$ cat src/rtl/ccff_pkg.sv
// Shared types and constants for the configuration-chain loader.
// Holds the FSM state encoding, the CRC-8 parameters and the common counter widths.
package ccff_pkg;

  typedef enum logic [2:0] {
    IDLE  = 3'd0,
    LOAD  = 3'd1,
    CHECK = 3'd2,
    DONE  = 3'd3,
    ERROR = 3'd4
  } ccff_state_e;

  localparam logic [7:0] CRC_POLY = 8'h07;
  localparam logic [7:0] CRC_INIT = 8'h00;

  localparam int unsigned BYTE_W = 8;
  localparam int unsigned CNT_W  = 16;
  localparam int unsigned BITS_W = 4;

endpackage

$ cat src/rtl/ccff_crc8.sv
// Serial MSB-first CRC-8 accumulator; clear wins over enable.
module ccff_crc8
  import ccff_pkg::*;
(
  input  logic       prog_clk,
  input  logic       reset_n,
  input  logic       bit_in,
  input  logic       enable,
  input  logic       clear,
  output logic [7:0] crc
);

  logic [7:0] crc_q;
  logic [7:0] crc_d;
  logic       fb_c;

  // One LFSR step per enabled bit.
  always_comb begin
    crc_d = crc_q;
    fb_c  = crc_q[7] ^ bit_in;
    if (clear) begin
      crc_d = CRC_INIT;
    end else if (enable) begin
      crc_d = {crc_q[6:0], 1'b0} ^ (fb_c ? CRC_POLY : 8'h00);
    end
  end

  always_ff @(posedge prog_clk or negedge reset_n) begin
    if (!reset_n) begin
      crc_q <= 8'h00;
    end else begin
      crc_q <= crc_d;
    end
  end

  assign crc = crc_q;

endmodule

$ cat src/rtl/ccff_loader.sv
// Streams a byte-wide bitstream MSB-first into a configuration flop chain,
// then checks a trailing CRC-8 byte against the bits actually shifted.
module ccff_loader
  import ccff_pkg::*;
#(
  parameter int unsigned CHAIN_LEN = 64
) (
  input  logic              prog_clk,
  input  logic              reset_n,
  input  logic              start,
  input  logic              abort,
  input  logic [BYTE_W-1:0] in_data,
  input  logic              in_valid,
  output logic              in_ready,
  output logic              ccff_head,
  output logic              cfg_shift,
  output logic              busy,
  output logic              done,
  output logic              error
);

  localparam logic [CNT_W-1:0] LEN = CNT_W'(CHAIN_LEN);

  ccff_state_e       state_q, state_d;
  logic [BYTE_W-1:0] byte_q, byte_d;
  logic [BITS_W-1:0] bits_q, bits_d;
  logic [CNT_W-1:0]  cnt_q, cnt_d;
  logic              head_q, head_d;
  logic              shift_q, shift_d;
  logic              ready_q, ready_d;
  logic              busy_q, busy_d;
  logic              done_q, done_d;
  logic              error_q, error_d;
  logic              crc_clear_c;
  logic              accept_c;
  logic [7:0]        crc;

  // Ready when the byte register is empty or on its last bit, but never for
  // a data byte once every remaining chain position is already spoken for.
  function automatic logic ready_f(input ccff_state_e st,
                                   input logic [BITS_W-1:0] bits,
                                   input logic [CNT_W-1:0] cnt);
    logic r;
    r = 1'b0;
    case (st)
      LOAD:  r = (cnt != LEN) &&
                 ((bits == BITS_W'(0)) ||
                  ((bits == BITS_W'(1)) && ((LEN - cnt) > CNT_W'(1))));
      CHECK: r = 1'b1;
      default: r = 1'b0;
    endcase
    return r;
  endfunction

  assign accept_c = in_valid && ready_q && !abort;

  always_comb begin
    state_d     = state_q;
    byte_d      = byte_q;
    bits_d      = bits_q;
    cnt_d       = cnt_q;
    head_d      = head_q;
    shift_d     = 1'b0;
    crc_clear_c = 1'b0;

    case (state_q)
      IDLE, DONE, ERROR: begin
        if (start) begin
          state_d     = LOAD;
          byte_d      = '0;
          bits_d      = '0;
          cnt_d       = '0;
          crc_clear_c = 1'b1;
        end
      end

      LOAD: begin
        if (abort) begin
          state_d = IDLE;
        end else begin
          // Drain the held byte first; a new byte refills behind its last bit.
          if (bits_q != BITS_W'(0)) begin
            head_d  = byte_q[BYTE_W-1];
            shift_d = 1'b1;
            if (accept_c) begin
              byte_d = in_data;
              bits_d = BITS_W'(BYTE_W);
            end else begin
              byte_d = {byte_q[BYTE_W-2:0], 1'b0};
              bits_d = bits_q - BITS_W'(1);
            end
          end else if (accept_c) begin
            head_d  = in_data[BYTE_W-1];
            shift_d = 1'b1;
            byte_d  = {in_data[BYTE_W-2:0], 1'b0};
            bits_d  = BITS_W'(BYTE_W - 1);
          end

          // Final chain bit issued: leftover low-order bits are dropped.
          if (shift_d) begin
            cnt_d = cnt_q + CNT_W'(1);
            if (cnt_d == LEN) begin
              bits_d = '0;
            end
          end

          if (cnt_q == LEN) begin
            state_d = CHECK;
          end
        end
      end

      CHECK: begin
        if (abort) begin
          state_d = IDLE;
        end else if (accept_c) begin
          state_d = (in_data == crc) ? DONE : ERROR;
        end
      end

      default: state_d = IDLE;
    endcase

    busy_d  = (state_d == LOAD) || (state_d == CHECK);
    done_d  = (state_d == DONE);
    error_d = (state_d == ERROR);
    ready_d = ready_f(state_d, bits_d, cnt_d);
  end

  always_ff @(posedge prog_clk or negedge reset_n) begin
    if (!reset_n) begin
      state_q <= IDLE;
      byte_q  <= '0;
      bits_q  <= '0;
      cnt_q   <= '0;
      head_q  <= 1'b0;
      shift_q <= 1'b0;
      ready_q <= 1'b0;
      busy_q  <= 1'b0;
      done_q  <= 1'b0;
      error_q <= 1'b0;
    end else begin
      state_q <= state_d;
      byte_q  <= byte_d;
      bits_q  <= bits_d;
      cnt_q   <= cnt_d;
      head_q  <= head_d;
      shift_q <= shift_d;
      ready_q <= ready_d;
      busy_q  <= busy_d;
      done_q  <= done_d;
      error_q <= error_d;
    end
  end

  // CRC sees exactly the bits the chain captures.
  ccff_crc8 u_crc (
    .prog_clk (prog_clk),
    .reset_n  (reset_n),
    .bit_in   (head_q),
    .enable   (shift_q),
    .clear    (crc_clear_c),
    .crc      (crc)
  );

  assign in_ready  = ready_q;
  assign ccff_head = head_q;
  assign cfg_shift = shift_q;
  assign busy      = busy_q;
  assign done      = done_q;
  assign error     = error_q;

endmodule
$ cat config.mk
export PLATFORM = sky130hd
export DESIGN_NAME = ccff_loader
export DESIGN_NICKNAME = d
export VERILOG_FILES = /design/src/rtl/ccff_pkg.sv /design/src/rtl/ccff_crc8.sv /design/src/rtl/ccff_loader.sv
export SDC_FILE = /design/constraint.sdc
export NUM_CORES = 1
export LEC_CHECK = 0
export CELL_PAD_IN_SITES_DETAIL_PLACEMENT = 0
export CELL_PAD_IN_SITES_GLOBAL_PLACEMENT = 1
export CORE_MARGIN = 8
export CORE_UTILIZATION = 50
export CTS_CLUSTER_DIAMETER = 120
export DETAILED_ROUTE_END_ITERATION = 8
export PLACE_DENSITY = 0.94
export SLEW_MARGIN = 30
export SYNTH_ARGS = -nofsm -noshare
export SYNTH_HDL_FRONTEND = slang
export SYNTH_HIERARCHICAL = 1
export SYNTH_SLANG_ARGS = --single-unit
$ cat constraint.sdc
create_clock -name prog_clk -period 6.7 [get_ports prog_clk]
set_input_delay 1.005 -clock prog_clk [delete_from_list [all_inputs] [get_ports prog_clk]]
set_output_delay 1.005 -clock prog_clk [all_outputs]
set_load 0.02 [all_outputs]
==> flow_metrics.py, run 1 <==
metrics = {
    "logic_synthesis": {
        "synth_area_sq_um": 3220,
        "ys.warnings.count": 6,
        "synth_seq_cells": 45,
        "synthArstFlopShare": 1.00,
        "synth_top_area_share": 0.349,
        "avgSynthCellArea_sq_um": 8.76,
        "yosys-top-cells-area": "dfrtp_1 (35%), nand2_1 (4.5%), nor2_1 (4.0%)",
        "synth_ff_type": "dfrtp_1",
        "ys_types": 74,
        "ys_seq_area_frac": 0.349,
        "synth_top_cell_by_area": "dfrtp_1",
        "synthesis.nets": 385,
        "synth_edf_count": 0,
        "synthCells": 368,
    },
    "drt": {
        "wl_um": 7630,
        "post_drt_via_cell_ratio": 6.19,
        "drc": 0,
        "drt-initial-drc-count": 201,
        "wire_per_inst_um": 17.1,
        "dr.pass1.iters": 4,
        "antenna_left": 0,
        "vias": 2761,
    },
    "floorplanning": {
        "num_io_pins": 19,
        "die_w_um": 96.3,
        "die_h_um": 96.3,
        "start_util": 0.513,
        "design.die.area_sq_um": 9270,
        "core_area_sq_um": 6280,
        "rows": 29,
    },
    "cells_and_area": {
        "fillers": 599,
        "final_layout_size_suffix_gt1_frac": 0.0921,
        "num_antenna_cells": 0,
        "fin_util": 0.547,
        "fin_cells": 446,
        "post-route-cell-area_sq_um": 3430,
        "syn2layout_area_growth_pct": 6.56,
        "fin_nets": 385,
    },
    "placement": {
        "postPlaceCellArea_sq_um": 3350,
        "dp_cells": 438,
        "io_buffers": 18,
        "place_congestion": 0.875,
        "dp.final_hpwl_um": 5770,
    },
    "clocking": {
        "cts-root-buf": "clkbuf_8",
        "cts_tree": "built",
        "clk_latency_ps": 300,
        "clock_sinks": 45,
        "cts_buffers": 5,
        "postCtsHoldBufs": 0,
        "clock_path_buffers": 2,
        "cts_setup_buffers": 0,
        "cts_resized": 0,
        "htreeDepth": 2,
        "path_clk_slew_ps": 80,
    },
    "global_route": {
        "grt_overflow": 0,
        "grt_pass1_vias": 2688,
        "grtUsageTotal": 0.180,
        "grt_max_degree": 28,
        "antenna_found_initial": 0,
        "grt_pass1_wl_um": 13100,
    },
    "power": {
        "ir_worst_vdd_mv": 0.185,
        "p_per_area_nw_per_um2": 257,
        "leakage_nw": 1.45,
    },
    "worst_setup_path": {
        "ff2ff_path_depth": 11,
        "cp.required_ps": 6890,
        "critPathKind": "primary input to flip-flop",
        "cp.arrival_ps": 4870,
        "critical_path_peak_fanout": 20,
        "crit_path_end_kind": "flip-flop",
        "worstSetupStartpointType": "primary input",
    },
    "timing": {
        "clock_skew_ps": 6.84,
        "setup_viol": 0,
        "setup_tns_ps": 0,
        "worst_slew_pin_slew_ps": 852,
        "holdWs_ps": 510,
        "slew_headroom": 0.432,
        "rsz0062_at_grt": "false",
        "period_share": 0.697,
        "fin_crit_ps": 4670,
        "timing.fmax_mhz": 214,
        "hold_violations": 0,
        "slew_viol_final": 0,
    },
    "status": {
        "run_status": "complete, no violations",
    },
    "min_path": {
        "hp-class": "flip-flop to flip-flop",
        "hold_path_depth": 1,
    },
    "flow_run": {
        "maxCapViolCount": 0,
    },
}
where the power goes:
group          switching (mW)  internal [mW]  total (mW)
registers              0.0585          0.311       0.370
logic                   0.207          0.141       0.349
clock network          0.0919         0.0739       0.166
cells in the final DEF, fill, tap and decap left out, types with 10 or more instances in the layout:
cell	count
dfrtp_1	45
nand2_1	39
nor2_1	34
clkdlybuf4s50_1	17
inv_1	16
o21ai_0	13
a31oi_1	12
mux2i_1	10
final cells by class:
type | instances | area [sq um] | share of cell area
clock buffers | 7 | 76.3 | 0.0222
clock inverters | 1 | 7.51 | 0.00219
inverters | 18 | 67.6 | 0.0197
multi-input cells | 279 | 1870 | 0.543
flip-flops and latches | 45 | 1130 | 0.328
well taps | 77 | 96.3 | 0.0281
repair buffers | 19 | 195 | 0.0568
sequential cells by signal, indices dropped and copies added (netlist names):
name and count:
cnt_q 16, u_crc/crc 8, in_ready 1, bits_q 4, busy 1, cfg_shift 1
state_q 3, ccff_head 1, done 1, error 1, byte_q 8
synthesized netlist by cell type (all sizes together), types with 3 or more instances:
cell	instances
a21oi	9
a22o	9
a31oi	12
and2	5
buf	19
clkbuf	7
dfrtp	45
ha	4
inv	18
mux2i	10
nand2	41
nand2b	7
nand3	8
nand3b	4
nand4	10
nor2	34
nor2b	3
nor3	9
nor3b	6
nor4	10
nor4b	4
o211ai	10
o21a	3
o21ai	20
o31ai	3
or2	5
or4	3
xnor2	6
xor2	9
routing by layer:
layer | track usage | routed length [um] | part of all wire | vias to the layer above
met5 | 0 | 0 | 0 | -
li1 | - | - | - | 1342
met4 | 0.0605 | 140 | 0.018 | 0
met2 | 0.307 | 3750 | 0.49 | 61
met3 | 0.0234 | 313 | 0.041 | 14
met1 | 0.229 | 3430 | 0.45 | 1344
cells by family (layout without fill, tap and decap cells):
kind of cell,after synthesis,after routing,synth area share
multiplexers,11,11,0.0346
XOR/XNOR,15,15,0.0408
buffers and inverters,44,45,0.0718
AO/OA/AOI/OAI,88,88,0.200
flip-flops,45,45,0.349
adder cells (fa/ha/maj),4,4,0.0155
AND/OR/NAND/NOR,161,161,0.288
final timing paths:
| path | from | to | slack [ps] |
|---|---|---|---|
| worst min register to register | byte_q[0]$_DFFE_PN0P_ | byte_q[0]$_DFFE_PN0P_ | 510 |
| worst min-delay path | byte_q[0]$_DFFE_PN0P_ | byte_q[0]$_DFFE_PN0P_ | 510 |
| min in group asynchronous | reset_n | u_crc/crc[5]$_DFFE_PN0P_ | 640 |
| max in group asynchronous | reset_n | cnt_q[7]$_DFF_PN0_ | 5570 |
| worst max-delay path | abort | in_ready$_DFF_PN0_ | 2030 |
| worst max register to register | bits_q[0]$_DFF_PN0_ | in_ready$_DFF_PN0_ | 2420 |
metrics by stage:
stage | power [mW] | worst slack [ps]
after floorplan | 0.633 | 3520
after global placement | 0.712 | 1880
after detailed placement | 0.719 | 1790
after CTS | 0.886 | 2110
after global routing | 0.948 | 1780
final | 0.884 | 2030
worst max-delay path: stages:
cell             delay [ps]
clkdlybuf4s50_1         700
and3b_1                 380
o21ai_2                 740
inv_2                   330
and2_4                  270
a2111oi_0               390
nand4_1                 210
a21oi_1                 200
mux2_2                  350
o31a_1                  280
Note: power is estimated with default switching activity, not from simulation.
==> run 2, diff against run 1 <==
- CORE_UTILIZATION: 50 -> 42
- PLACE_DENSITY: 0.94 -> 0.85
- clock period: 6.7 -> 4.25 ns (I/O delays scaled with it)
==> run 2 against run 1 <==
Effect of this change: sequential power rose by 58%; routed wire length rose by 5.2%; cell count rose by 6.7%; global-route usage fell by 2.9 points; sequential cell count did not move; critical path type is now flip-flop to flip-flop; critical endpoint unchanged; largest cell class unchanged; highest routed layer unchanged.
==> flow_metrics.py, run 2 (synthesis results as in run 1) <==
metrics = {
    "floorplanning": {
        "die_h_um": 104,
        "start_util": 0.426,
        "num_io_pins": 19,
        "design.die.area_sq_um": 10700,
        "rows": 32,
        "die_w_um": 104,
        "core_area_sq_um": 7570,
    },
    "timing": {
        "fin_crit_ps": 3550,
        "worst_slew_pin_slew_ps": 692,
        "period_share": 0.834,
        "setup_viol": 0,
        "setup_tns_ps": 0,
        "slew_headroom": 0.539,
        "clock_skew_ps": 6.13,
        "rsz0062_at_grt": "false",
        "slew_viol_final": 0,
        "timing.fmax_mhz": 282,
        "hold_violations": 0,
    },
    "cells_and_area": {
        "fin_nets": 390,
        "syn2layout_area_growth_pct": 9.47,
        "final_layout_size_suffix_gt1_frac": 0.110,
        "layout_commonest_cell": "dfrtp_1",
        "fillers": 717,
        "fin_util": 0.466,
        "largest_reg_flops": 16,
        "num_antenna_cells": 0,
        "regMostFlops": "cnt_q",
        "final_cell_mix": "dfrtp_1 (45), nand2_1 (39), nor2_1 (34)",
    },
    "drt": {
        "wire_per_inst_um": 16.9,
        "vias": 2754,
        "drc": 0,
        "wl_um": 8030,
        "dr.pass1.iters": 4,
        "antenna_left": 0,
        "post_drt_via_cell_ratio": 5.79,
        "drt-initial-drc-count": 228,
    },
    "global_route": {
        "antenna_found_initial": 0,
        "grt_pass1_wl_um": 13700,
        "grtUsageTotal": 0.151,
        "grt_overflow": 0,
        "grt_max_degree": 46,
        "grt_pass1_vias": 2701,
    },
    "clocking": {
        "cts_buffers": 5,
        "postCtsHoldBufs": 0,
        "clock_path_buffers": 2,
        "cts_resized": 0,
        "cts-root-buf": "clkbuf_8",
        "cts_tree": "built",
        "path_clk_slew_ps": 100,
        "cts_setup_buffers": 0,
        "clk_latency_ps": 310,
        "htreeDepth": 2,
        "clock_sinks": 45,
    },
    "worst_setup_path": {
        "crit_path_end": "in_ready$_DFF_PN0_",
        "worstSetupStartpointType": "flip-flop",
        "r2r-start": "bits_q[0]$_DFF_PN0_",
        "ff2ff_path_depth": 11,
        "cp.arrival_ps": 3750,
        "cp-startpoint": "bits_q[0]$_DFF_PN0_",
        "reg2reg_to": "in_ready$_DFF_PN0_",
        "critical_path_peak_fanout": 20,
        "crit_path_end_kind": "flip-flop",
        "critPathKind": "flip-flop to flip-flop",
        "rrSetupSlack_ps": 700,
        "cp.required_ps": 4450,
    },
    "power": {
        "leakage_nw": 1.49,
        "ir_worst_vdd_mv": 0.230,
        "p_per_area_nw_per_um2": 425,
    },
    "status": {
        "run_status": "complete, no violations",
    },
    "placement": {
        "place_congestion": 0.949,
        "io_buffers": 18,
        "dp.final_hpwl_um": 5920,
    },
    "min_path": {
        "hp-class": "primary input to asynchronous set/reset pin",
    },
    "flow_run": {
        "maxCapViolCount": 0,
    },
}
==> run 2: cell types whose count changed in the layout (fill, tap and decap cells not counted), sizes merged <==
cell / previous run / this run
clkbuf: 7 / 5
clkinv: 0 / 1
inv: 18 / 19
bufinv: 0 / 1
buf: 2 / 7
clkinvlp: 1 / 0
==> run 2: worst max-delay path, stage by stage (launching register included) <==
cell and delay [ps]:
dfrtp_1 450, inv_1 110, ha_1 170, or3b_1 660, o21ai_2 320, inv_2 90
and2_4 180, a2111oi_0 420, nand4_1 210, a21oi_1 190, mux2_2 350, o31a_1 290
==> run 2: how the worst min path moves through the flow <==
stage / from / end
final: reset_n / u_crc/crc[6]$_DFFE_PN0P_
after global routing: reset_n / u_crc/crc[5]$_DFFE_PN0P_
after global placement: byte_q[0]$_DFFE_PN0P_ / byte_q[0]$_DFFE_PN0P_
after CTS: reset_n / u_crc/crc[6]$_DFFE_PN0P_
after floorplan: reset_n / bits_q[0]$_DFF_PN0_
after detailed placement: byte_q[0]$_DFFE_PN0P_ / byte_q[0]$_DFFE_PN0P_
==> run 2: metrics by stage <==
step / cells / area (sq um) / hold WS (ps) / total power, mW / setup WS [ps]
after floorplan: 368 / 3220 / 342 / 0.998 / 1430
after global placement: 468 / 3410 / 485 / 1.14 / 700
after detailed placement: 468 / 3410 / 486 / 1.15 / 577
after CTS: 476 / 3530 / 338 / 1.50 / 719
after global routing: 476 / 3530 / 369 / 1.60 / 510
final: 476 / 3530 / 313 / 1.50 / 704
==> run 2: power by group <==
group          switching, mW  internal [mW]
sequential            0.0919          0.491
combinational          0.329          0.232
clock                  0.174          0.181
==> run 2: area by class of cell <==
type | instances | area (sq um) | share of cell area
clock buffers | 5 | 68.8 | 0.0195
clock inverters | 3 | 50.0 | 0.0142
inverters | 18 | 67.6 | 0.0191
multi-input cells | 279 | 1870 | 0.529
flip-flops and latches | 45 | 1130 | 0.319
well taps | 102 | 128 | 0.0362
repair buffers | 24 | 223 | 0.0631
==> run 2: routing by layer <==
metal  GRT usage  share of wire
met3      0.0223          0.042
met4      0.0399          0.014
met2       0.243           0.48
met5           0              0
met1       0.205           0.47
==> run 3, diff against run 2 <==
- clock period: 4.25 -> 3.2 ns (I/O delays scaled with it)
==> run 3 against run 2 <==
Effect of this change: critical path depth did not move; die area did not move; final area rose by 4.0%; clock-buffer cell count did not move; non-clock buffer count rose by 20; hold slack got worse by 170 ps; first-iteration DRC count fell by 39%; maximum frequency rose by 16%; utilization rose by 1.9 points; sequential cell count did not move; via count rose by 3.7%; critical endpoint unchanged.
==> flow_metrics.py, run 3 (synthesis results as in run 1) <==
metrics = {
    "clocking": {
        "cts_setup_buffers": 0,
        "clk_latency_ps": 310,
        "clock_path_buffers": 2,
        "path_clk_slew_ps": 100,
        "postCtsHoldBufs": 0,
        "htreeDepth": 2,
        "cts-root-buf": "clkbuf_8",
        "cts_buffers": 5,
        "cts_tree": "built",
        "clock_sinks": 45,
    },
    "global_route": {
        "grt_overflow": 0,
        "grt_pass1_wl_um": 13400,
        "grt_max_degree": 46,
        "antenna_found_initial": 0,
        "grtUsageTotal": 0.149,
        "grt_pass1_vias": 2682,
    },
    "placement": {
        "dp.final_hpwl_um": 5920,
        "io_buffers": 18,
        "place_congestion": 0.876,
    },
    "cells_and_area": {
        "seq_area_sq_um": 1130,
        "final_layout_size_suffix_gt1_frac": 0.160,
        "largest_reg_flops": 16,
        "multiInputGateArea_sq_um": 1880,
        "fin_nets": 410,
        "syn2layout_area_growth_pct": 13.9,
        "fillers": 712,
        "final_cell_mix": "dfrtp_1 (45), nand2_1 (39), nor2_1 (34)",
        "regMostFlops": "cnt_q",
        "num_antenna_cells": 0,
        "layout_commonest_cell": "dfrtp_1",
    },
    "floorplanning": {
        "start_util": 0.426,
        "rows": 32,
        "design.die.area_sq_um": 10700,
        "core_area_sq_um": 7570,
        "die_w_um": 104,
        "num_io_pins": 19,
        "die_h_um": 104,
    },
    "timing": {
        "slew_headroom": 0.615,
        "timing.fmax_mhz": 326,
        "period_share": 0.957,
        "worst_slew_pin_slew_ps": 569,
        "clock_skew_ps": 9.78,
        "hold_violations": 0,
        "holdWs_ps": 146,
        "fin_crit_ps": 3060,
        "slew_viol_final": 0,
        "setup_viol": 0,
    },
    "worst_setup_path": {
        "ff2ff_path_depth": 11,
        "crit_family": "compound AO/OA/AOI/OAI gates",
        "crit_path_top_delay_cell": "dfrtp_1",
        "path_cells": "inv_1 -> ha_1 -> or3b_1 -> o21ai_2 -> buf_4 -> o211ai_1 -> a21boi_1 -> nand4_1 -> or2_1 -> mux2_2 -> o31a_1",
        "path_buf_inv": 2,
        "worstSetupStartpointType": "flip-flop",
        "critical_path_peak_fanout": 19,
        "cp.arrival_ps": 3260,
        "cp.depth": 11,
        "crit_path_end_kind": "flip-flop",
        "worst_path_largest_cell_delay_ps": 440,
        "cp.required_ps": 3400,
        "critPathKind": "flip-flop to flip-flop",
    },
    "drt": {
        "antenna_left": 0,
        "drt-initial-drc-count": 140,
        "post_drt_via_cell_ratio": 5.76,
        "wl_um": 7970,
        "dr.pass1.iters": 4,
        "wire_per_inst_um": 16.1,
        "vias": 2856,
        "drc": 0,
    },
    "status": {
        "run_status": "complete, no violations",
    },
    "power": {
        "ir_worst_vdd_mv": 0.236,
        "p_total_mw": 2.01,
        "leakage_nw": 1.58,
        "p_per_area_nw_per_um2": 547,
    },
    "min_path": {
        "hp-class": "primary input to asynchronous set/reset pin",
    },
    "flow_run": {
        "maxCapViolCount": 0,
    },
}
==> run 3: cell count changes in the layout (fill, tap and decap cells not counted), sizes merged <==
cell    delta
bufinv     -1
inv        +2
clkinv     -1
buf       +20
==> run 3: area by class of cell <==
| cell class | count | share of cell area |
|---|---|---|
| Clock inverter | 3 | 0.00716 |
| Multi-Input combinational cell | 279 | 0.513 |
| Inverter | 18 | 0.0184 |
| Sequential cell | 45 | 0.307 |
| Tap cell | 102 | 0.0348 |
| Clock buffer | 5 | 0.0187 |
| Timing Repair Buffer | 44 | 0.102 |
==> run 3: final timing paths <==
check / startpoint / to / slack, ps
min in group prog_clk: byte_q[0]$_DFFE_PN0P_ / byte_q[0]$_DFFE_PN0P_ / 500
hold reg to reg: byte_q[0]$_DFFE_PN0P_ / byte_q[0]$_DFFE_PN0P_ / 500
hold / removal: reset_n / u_crc/crc[5]$_DFFE_PN0P_ / 150
max in group asynchronous: reset_n / bits_q[0]$_DFF_PN0_ / 2640
setup reg to reg: bits_q[0]$_DFF_PN0_ / in_ready$_DFF_PN0_ / 140
setup / recovery: bits_q[0]$_DFF_PN0_ / in_ready$_DFF_PN0_ / 140
==> run 3: metrics by stage <==
step           setup TNS (ps)  instance area [sq um]  cells  utilization  setup slack [ps]
3_5_place_dp            -92.8                   3560    488        0.470             -92.8
3_3_place_gp            -70.2                   3560    488        0.470             -70.2
5_1_grt                 -13.0                   3670    496        0.485             -13.0
4_1_cts                     0                   3650    496        0.483               151
6_report                    0                   3670    496        0.485               137
2_1_floorplan               0                   3220    368            -               378
==> run 3: timing repair <==
item	4_1_cts	5_1_grt
setup endpoints to repair	0	1
resized for setup	0	4
endpoints found under the hold margin	0	0
==> run 3: power breakdown <==
| part | internal, mW | total, mW | switching, mW | leakage (nW) |
|---|---|---|---|---|
| registers | 0.652 | 0.752 | 0.0998 | 0.611 |
| logic | 0.378 | 0.864 | 0.486 | 0.924 |
| clock network | 0.163 | 0.390 | 0.228 | 0.0495 |
==> run 3: metal layers <==
metal	vias up	track usage	wire, um
li1	1382	-	-
met1	1401	0.197	3720
met2	63	0.236	3780
met3	10	0.0260	374
met4	0	0.0535	106
met5	-	0	0
